**config.mk**
```make
export PLATFORM = sky130hd
export DESIGN_NAME = baopoco_fft_shift_ctrl
export DESIGN_NICKNAME = d
export VERILOG_FILES = /design/src/rtl/baopoco_fft_shift_ctrl.sv
export SDC_FILE = /design/constraint.sdc
export NUM_CORES = 1
export LEC_CHECK = 0
export BUFFER_PORTS_ARGS = -buffer_cell sky130_fd_sc_hd__buf_2
export CORE_MARGIN = 5
export CORE_UTILIZATION = 35
export DETAILED_ROUTE_END_ITERATION = 12
export HOLD_SLACK_MARGIN = 0.12
export MAX_ROUTING_LAYER = met4
export PLACE_DENSITY = 0.64
export SYNTH_ARGS = -nofsm -noshare
export SYNTH_HDL_FRONTEND = slang
export SYNTH_SLANG_ARGS = --single-unit
export TNS_END_PERCENT = 50
```
**constraint.sdc**
```tcl
create_clock -name user_clk -period 6.8 [get_ports user_clk]
set_input_delay 0.68 -clock user_clk [delete_from_list [all_inputs] [get_ports user_clk]]
set_output_delay 0.68 -clock user_clk [all_outputs]
set_load 0.05 [all_outputs]
```
**src/rtl/baopoco_fft_shift_ctrl.sv**
```systemverilog
// FFT shift-schedule controller: swaps in the software schedule only on sync so a spectrum never
// sees a mid-stream change, and keeps overflow / spectrum / misalignment statistics for readback.
module baopoco_fft_shift_ctrl #(
   parameter int unsigned       STAGES        = 12,
   parameter int unsigned       SPEC_CYCLES   = 2048,
   parameter logic [STAGES-1:0] DEFAULT_SHIFT = {STAGES{1'b1}},
   parameter int unsigned       CNT_W         = 32
) (
   input  logic              user_clk,
   input  logic              user_rst,
   input  logic [31:0]       reg_word,
   input  logic              sync_in,
   input  logic              fft_of,
   output logic              sync_out,
   output logic [STAGES-1:0] shift_out,
   output logic              of_flag,
   output logic [CNT_W-1:0]  of_count,
   output logic [CNT_W-1:0]  spec_count,
   output logic              sync_err
);

   localparam int unsigned      CW       = (SPEC_CYCLES > 1) ? $clog2(SPEC_CYCLES) : 1;
   localparam logic [CW-1:0]    CNT_LAST = CW'(SPEC_CYCLES - 1);
   localparam logic [CNT_W-1:0] CNT_MAX  = '1;

   typedef enum logic [0:0] {
      StWaitSync,
      StRun
   } state_e;

   state_e            state_q, state_d;
   logic [CW-1:0]     cnt_q, cnt_d;
   logic              sticky_q, sticky_d;
   logic [31:0]       reg_q;
   logic              clr_q;
   logic              sync_out_q;
   logic [STAGES-1:0] shift_q, shift_d;
   logic              of_flag_q, of_flag_d;
   logic [CNT_W-1:0]  of_count_q, of_count_d;
   logic [CNT_W-1:0]  spec_count_q, spec_count_d;
   logic              sync_err_q, sync_err_d;

   logic clr_pulse;
   logic at_last;
   logic boundary;
   logic ended;
   logic unused_reg;

   assign unused_reg = ^reg_q[30:STAGES];

   // Counter clear acts on the rising edge of bit 31 only, so a held bit clears once.
   assign clr_pulse = reg_q[31] & ~clr_q;
   assign at_last   = (cnt_q == CNT_LAST);
   assign boundary  = (state_q == StRun) & (at_last | sync_in);
   // The boundary cycle's own sample still belongs to the spectrum that is ending.
   assign ended     = sticky_q | fft_of;

   always_comb begin
      state_d      = state_q;
      cnt_d        = cnt_q;
      sticky_d     = sticky_q;
      shift_d      = shift_q;
      of_flag_d    = of_flag_q;
      of_count_d   = of_count_q;
      spec_count_d = spec_count_q;
      sync_err_d   = sync_err_q;

      if (sync_in) begin
         shift_d = reg_q[STAGES-1:0];
      end

      unique case (state_q)
         StWaitSync: begin
            if (sync_in) begin
               state_d  = StRun;
               cnt_d    = '0;
               sticky_d = 1'b0;
            end
         end
         StRun: begin
            if (boundary) begin
               cnt_d    = '0;
               sticky_d = 1'b0;
            end else begin
               cnt_d    = cnt_q + CW'(1);
               sticky_d = sticky_q | fft_of;
            end
         end
         default: state_d = StWaitSync;
      endcase

      if (boundary) begin
         of_flag_d = ended;
         if (spec_count_q != CNT_MAX) begin
            spec_count_d = spec_count_q + CNT_W'(1);
         end
         if (ended && (of_count_q != CNT_MAX)) begin
            of_count_d = of_count_q + CNT_W'(1);
         end
         if (sync_in && !at_last) begin
            sync_err_d = 1'b1;
         end
      end

      // Clear wins over any coincident update; FSM, count and schedule are left alone.
      if (clr_pulse) begin
         of_flag_d    = 1'b0;
         of_count_d   = '0;
         spec_count_d = '0;
         sync_err_d   = 1'b0;
      end
   end

   always_ff @(posedge user_clk or posedge user_rst) begin
      if (user_rst) begin
         state_q      <= StWaitSync;
         cnt_q        <= '0;
         sticky_q     <= 1'b0;
         reg_q        <= '0;
         clr_q        <= 1'b0;
         sync_out_q   <= 1'b0;
         shift_q      <= DEFAULT_SHIFT;
         of_flag_q    <= 1'b0;
         of_count_q   <= '0;
         spec_count_q <= '0;
         sync_err_q   <= 1'b0;
      end else begin
         state_q      <= state_d;
         cnt_q        <= cnt_d;
         sticky_q     <= sticky_d;
         reg_q        <= reg_word;
         clr_q        <= reg_q[31];
         sync_out_q   <= sync_in;
         shift_q      <= shift_d;
         of_flag_q    <= of_flag_d;
         of_count_q   <= of_count_d;
         spec_count_q <= spec_count_d;
         sync_err_q   <= sync_err_d;
      end
   end

   assign sync_out   = sync_out_q;
   assign shift_out  = shift_q;
   assign of_flag    = of_flag_q;
   assign of_count   = of_count_q;
   assign spec_count = spec_count_q;
   assign sync_err   = sync_err_q;

endmodule
```
==> results of run 1 <==
[layout by cell type, fill, tap and decap left out, types with 8 or more instances in the layout]
cell | netlist | routed
nand4_1 | 31 | 31
nor4_1 | 12 | 12
clkbuf_16 | 0 | 9
o21ai_1 | 11 | 11
mux2_2 | 12 | 12
o31ai_1 | 27 | 27
nand2_1 | 48 | 48
dfrtp_1 | 94 | 94
dfstp_2 | 12 | 12
nand2b_1 | 8 | 8
or4_1 | 29 | 29
buf_2 | 5 | 95
mux2i_1 | 9 | 9
nand3_1 | 34 | 34
nor2_1 | 29 | 29
and3_1 | 15 | 15
or3_1 | 11 | 11
a21oi_1 | 48 | 48
nor3_1 | 8 | 8
and4_1 | 9 | 9
[registers in the layout, summed over array words and instances, names as in the netlist]
name / flops
sync_err: 1
reg_q: 13
sticky_q: 1
spec_count: 32
sync_out: 1
state_q: 1
of_flag: 1
shift_out: 12
clr_q: 1
cnt_q: 11
of_count: 32
[where the power goes]
group	total [mW]	internal (mW)	switching (mW)
logic	0.139	0.0329	0.106
clock network	0.561	0.324	0.237
registers	0.672	0.656	0.0167
[per-layer routing]
metal,global-route usage (%),wire length [um],vias up
met5,-,0,-
li1,-,-,2268
met3,4.764,838,13
met4,3.620,135,0
met1,21.18,6211,2394
met2,26.61,6913,118
[Yosys cell counts (6+ instances only)]
library cell  count  area share [%]
nand2_1          48             3.3
clkbuf_1         22             1.5
and3_1           15             1.7
inv_1             8            0.56
o21ai_0           6            0.56
o31ai_1          27             3.8
nor2_1           29             2.0
and4_1            9             1.5
dfrtp_1          94              44
dfstp_2          12             5.9
nor3_1            8            0.74
mux2_2           12             2.5
nand3_1          34             3.2
nor4_1           12             1.4
or3_1            11             1.3
or4_1            29             4.0
a31oi_1           6            0.70
nand4_1          31             3.6
a21oi_1          48             4.5
nand2b_1          8            0.93
mux2i_1           9             1.7
o21ai_1          11             1.0
xor2_1            7             1.1
[worst max-delay path, delay by kind of cell, from the launching register on]
family / cells / cell delay [ps]
compound gates: 2 / 420
fa+ha+maj: 1 / 260
buf+inv: 1 / 300
flops: 1 / 380
simple gates: 3 / 1470
[final cells by class]
cell class                      instances  area share (%)
Clock buffer                           10           3.615
Clock inverter                          6           1.442
Inverter                                8          0.5136
Multi-Input combinational cell        404           40.38
Sequential cell                       106           42.12
Tap cell                              188           3.714
Timing Repair Buffer                  101           8.218
[stage by stage]
| step | hold slack (ps) | power (mW) |
|---|---|---|
| 2_1_floorplan | 367.7 | 0.7843 |
| 3_3_place_gp | 388.2 | 0.8212 |
| 3_5_place_dp | 401.0 | 0.8244 |
| 4_1_cts | 272.9 | 1.394 |
| 5_1_grt | 288.9 | 1.428 |
| 6_report | 274.6 | 1.373 |
[logic make-up (layout without fill, tap and decap cells)]
kind of cell    Yosys count  after routing  synth area share, %
fa+ha+maj                 3              3               0.6966
buf+inv                  40            125                3.181
xor+xnor                 12             12                1.950
mux                      21             21                4.179
compound gates          121            121                14.35
simple gates            247            247                26.14
flops                   106            106                49.50
[how the worst max path moves through the flow]
stage,startpoint,to,cells past startpoint
after detailed placement,sync_in,of_count[3],7
after floorplan,user_rst,clr_q,1
final,cnt_q[0],of_count[29],7
after global placement,sync_in,of_count[29],7
after global routing,cnt_q[0],of_count[21],7
after CTS,cnt_q[0],of_count[29],7
==> impl_results.md, run 1 <==
* Startpoint Class: flop
* Drt via density at just under 6
* Final Cell Area at between 6000 and 7000 um^2
* Hold Violations, Final at 0
* I/O pin total at 115
* Initial core utilization at between 30% and 40%
* Nets at around 670
* Congestion Overflow GR at 0
* Synth Flop Type: dfrtp_1
* Setup WS post-layout at just under 4000 ps
* Global-route wire length before repair at roughly 24 mm
* Maximum clock frequency at roughly 0.34 GHz
* Filler cell count at 1466
* EDFF count, synth at 0
* # DRC at 0
* Min Clock Period, post-route at approximately 3000 ps
* Syn Std Cell Area at 5389 um^2
* Postcts setup bufs at 0
* Max_cap viols at 0
* CP max FO at 27
* Post-DRT Antenna Nets at 0
* Drt total wl at 14.10 mm
* Post-Place Cells at 807
* Reg-to-reg startpoint: cnt_q[0]
* Synthesized flop and latch total at 106
* PortBufs at 95
* Worst Path Required at slightly above 7000 ps
* Rel. slew slack at a little over a fifth
* PwrDens at between 200 and 250 nW/um^2
* Root buf cell: clkbuf_16
* RSZ-0062 raised after global routing: no
* Vias at 4793
* Setup CP Type: flop to flop
* Maximum number of pins on one net before global-route repair at just over 80
* Worst Path Arrival at between 3000 and 4000 ps
* R2R setup slack at about 3900 ps
* Number of global-route vias before repair at 4608
* Router iterations before antenna repair at 6
* Hold_buf cts at 0
* YS warnings at 0
* Clock Skews at roughly 11 ps
* Final Cycle Share at roughly 43%
* Antenna cells at 0
* Longest Clk Path Bufs at 2
* DP HPWL at 9.437 mm
* DIE HEIGHT at roughly 130 um
* P_leak at around 2.8 nW
* H-tree depth at 3
* Fin. max-slew vios at 0
* Sink Count at 106
* Wirelength per Cell at around 17 um
* Terminus of the critical flop-to-flop path: of_count[29]
* Post-Layout Cell Count at 823
* # resized after CTS at 0
* Setup TNS at 0 ps
* Num CTS Buffers at 9
* Asr flop ratio synth at between 90% and 100%
* Final Core Density at 41.82%
* Core box area at approximately 15000 um^2
* Die Area at roughly 18000 um^2
* CP max-delay cell: or4_1
* Register area share after synthesis at between 40% and 50%
* Cell Area, Placed at roughly 6000 um^2
* Synth cell types at 48
* Layout area overhead at 17.53%
* Syn Inst Count at 550
* Area of the multi-input gates at around 2600 um^2
* Avg Inst Size Synth at ~10 um^2
* Worst-Margin Slew at 1177 ps
* RePlAce Congestion at a little over 0.8
* Outcome: complete, no violations
* CTS clk-pin slew, worst paths at roughly 70 ps
* Die X at approximately 130 um
* Worst reg-to-reg path cell count at 7
* Antenna violations before repair at 0
* Worst-path cell chain: ha_1 -> nand4_4 -> o31ai_2 -> buf_4 -> nand2_1 -> or4_1 -> a21oi_1
* GRT Overall Usage at 16.63%
* Final setup viols at 0
* Register area at between 2000 and 3000 um^2
* Clk_lat worst skew at between 300 and 400 ps
* Share of cells above drive strength 1 at about a quarter
* CTS tree: done
* 1st-iter DRT viols at a little over 400
* VDD IR max at 171.8 uV
* Row count at 45
* Pre-CTS setup slack at approximately 3600 ps
* Min-Delay Path Class: input pin to async pin
* Syn Nets at a little under 600
* Slowest cell delay on critical path at just over 700 ps
* Crit end category: flop
No activity file was read; power rests on OpenSTA's default activity.
==> inputs of run 2 (changes only) <==
- ABC_AREA: default -> 1
- PLACE_DENSITY: 0.64 -> 0.63
- clock period: 6.8 -> 2.7 ns (I/O delays scaled with it)
==> run 2 against run 1 <==
  * Synthesized cell count rose by 51%
  * Synthesized area rose by 20%
  * Global-route usage fell by 1.7 points
  * Via count rose by 14%
  * Cell count rose by 42%
  * Utilization fell by 0.17 points
  * Maximum frequency rose by 47%
  * Sequential share of layout area fell by 6.6 points
  * Combinational power rose to 3.7 times the previous value
  * Clock skew barely moved
  * Register-to-register slack got worse by 3200 ps
  * Critical path type unchanged
  * Largest power group unchanged
==> impl_results.md, run 2 <==
* Num CTS Buffers at 9 (unchanged)
* Main area contributors after synthesis: dfrtp_1, nand2_1, nand3_1
* P_leak at 3.531 nW (+28%)
* Postcts setup bufs at 0 (unchanged)
* CP max-delay cell: dfrtp_1
* Synth cell count leaders: nand2_1, dfrtp_1, nor2_1
* Synth Flop Type: dfrtp_1
* Longest Clk Path Bufs at 2 (unchanged)
* Min-Delay Path Class: input pin to flop
* Final Cycle Share at 73.77% (+31 points)
* Post-DRT Antenna Nets at 0 (unchanged)
* # DRC at 0 (unchanged)
* Maximum clock frequency at 0.5021 GHz (+47%)
* Pre-CTS setup slack at 730.5 ps (-2861 ps)
* Rel. slew slack at 37.44% (+16 points)
* RSZ-0062 raised after global routing: no
* Setup CP Type: flop to flop
* RePlAce Congestion at 0.8024 (-1.3%)
* CTS clk-pin slew, worst paths at 70 ps (about the same)
* Nets at 974 (+46%)
* Syn Inst Count at 833 (+51%)
* EDFF count, synth at 0 (unchanged)
* Root buf cell: clkbuf_16
* H-tree depth at 3 (unchanged)
* Avg Inst Size Synth at 7.737 um^2 (-21%)
* Global-route wire length before repair at 25.89 mm (+8.6%)
* Die X at 145.7 um (+8.7%)
* Row count at 49 (+8.9%)
* Top-area cell type share of the netlist area at 36.50% (-7.2 points)
* Drt total wl at 15.35 mm (+8.9%)
* Number of global-route vias before repair at 5195 (+13%)
* GRT Overall Usage at 14.93% (-1.7 points)
* Area leader, netlist: dfrtp_1
* Worst-Margin Slew at 938.5 ps (-238.6 ps)
* Congestion Overflow GR at 0 (unchanged)
* Worst Path Arrival at 2220 ps (-980 ps)
* Min Clock Period, post-route at 1992 ps (-930.4 ps)
* Clk_lat worst skew at 350 ps (about the same)
* Setup TNS at 0 ps (unchanged)
* Die Area at 21230 um^2 (+18%)
* Final setup viols at 0 (unchanged)
* Antenna violations before repair at 0 (unchanged)
* Asr flop ratio synth at 100.0% (unchanged)
* Wirelength per Cell at 13.13 um (-23%)
* Share of cells above drive strength 1 at 23.51% (+0.20 points)
* # resized after CTS at 0 (unchanged)
* Core box area at 18020 um^2 (+19%)
* CP max FO at 32 (+19%)
* Startpoint Class: flop
* YS warnings at 0 (unchanged)
* Setup WS post-layout at 708.3 ps (-3170 ps)
* Register area share after synthesis at 41.39% (-8.1 points)
* DP HPWL at 11.14 mm (+18%)
* Drt via density at 4.685 (-20%)
* DIE HEIGHT at 145.7 um (+8.7%)
* 1st-iter DRT viols at 291 (-29%)
* Layout area overhead at 16.48%
* Worst-path cell chain: ha_1 -> nand2_1 -> nor2_4 -> nand2_2 -> nor2_4 -> nand2_4 -> nand4_4 -> nand3_1 -> nand2_1
* Count leader, synth: nand2_1
* Synth cell types at 38 (-21%)
* Syn Nets at 872 (+48%)
* Hold Violations, Final at 0 (unchanged)
* I/O pin total at 115 (unchanged)
* Slowest cell delay on critical path at 420 ps (-290 ps)
* Antenna cells at 0 (unchanged)
* Synthesized flop and latch total at 106 (unchanged)
* Maximum number of pins on one net before global-route repair at 78 (-4.9%)
* Power, Total at 3.431 mW (+150%)
* Router iterations before antenna repair at 5 (-1)
* Sink Count at 106 (unchanged)
* PortBufs at 95 (unchanged)
* Max_cap viols at 0 (unchanged)
* CTS tree: done
* Initial core utilization at 35.76% (+0.18 points)
* Syn Std Cell Area at 6445 um^2 (+20%)
* Outcome: complete, no violations
* Vias at 5477 (+14%)
* VDD IR max at 287.1 uV (+67%)
* Commonest cells after routing, fill and taps aside: nand2_1, buf_2, dfrtp_1, nor2_1, nand3_1
* Worst Path Required at 2930 ps (-4150 ps)
* Fin. max-slew vios at 0 (unchanged)
* Clock Skews at 11.19 ps (+0.2710 ps)
* Crit end category: flop
* PwrDens at 457.0 nW/um^2 (+110%)
* Leading cell type in the layout, fill and taps excluded: nand2_1
run 2: cell type report:
class / instances / area, um^2
Clock buffer: 12 / 236.5
Clock inverter: 4 / 28.78
Fill cell: 1844 / 10520
Inverter: 64 / 244.0
Multi-Input combinational cell: 639 / 3346
Sequential cell: 106 / 2668
Tap cell: 229 / 286.5
Timing Repair Buffer: 115 / 698.2
run 2: path summary, 6_finish.rpt:
kind / startpoint / end / slack (ps) / depth (start not counted)
worst max-delay path: of_count[0] / of_count[28] / 710 / 9
worst min-delay path: fft_of / sticky_q / 250 / 3
worst max register to register: of_count[0] / of_count[28] / 710 / 9
worst min register to register: reg_q[31] / clr_q / 440 / 0
max in group asynchronous: user_rst / shift_out[7] / 1500 / 4
min in group asynchronous: user_rst / spec_count[3] / 540 / 3
run 2: critical path: cells and delay by family, from the launching register on:
kind	cells	cell delay, ps
AND/OR/NAND/NOR	8	1170
adder cells (fa/ha/maj)	1	240
flip-flops	1	420
run 2: stage by stage:
stage | hold WS (ps) | util (%) | instance area (um^2) | std cells
floorplan | 301.4 | - | 6449 | 833
global placement | 368.5 | 39.40 | 7102 | 1139
detailed placement | 371.2 | 39.40 | 7102 | 1139
CTS | 237.0 | 41.65 | 7507 | 1169
global route | 247.0 | 41.65 | 7507 | 1169
finish | 252.2 | 41.65 | 7507 | 1169
run 2: per-layer routing:
metal	vias to the layer above	share of wire (%)	GRT usage [%]
li1	2862	-	-
met1	2495	44	18.01
met2	108	50	25.78
met3	12	4.9	3.675
met4	0	0.91	2.379
met5	-	0	-
run 2: power breakdown:
group / internal [mW] / switching, mW / total, mW
combinational: 0.128 / 0.381 / 0.509
clock: 0.627 / 0.585 / 1.21
sequential: 1.66 / 0.0493 / 1.71
run 2: cell families (layout without fill, tap and decap cells):
group,Yosys count,after routing,share of synthesized area (%)
adder cells (fa/ha/maj),3,3,0.5825
XOR/XNOR,21,21,2.854
AO/OA/AOI/OAI,67,67,7.552
AND/OR/NAND/NOR,548,548,40.81
flip-flops,106,106,41.39
buffers and inverters,88,195,6.814
run 2: timing repair:
action / 4_1_cts / 5_1_grt
setup endpoints to repair: 0 / 0
hold endpoints to repair: 34 / 0
hold buffers: 14 / 0
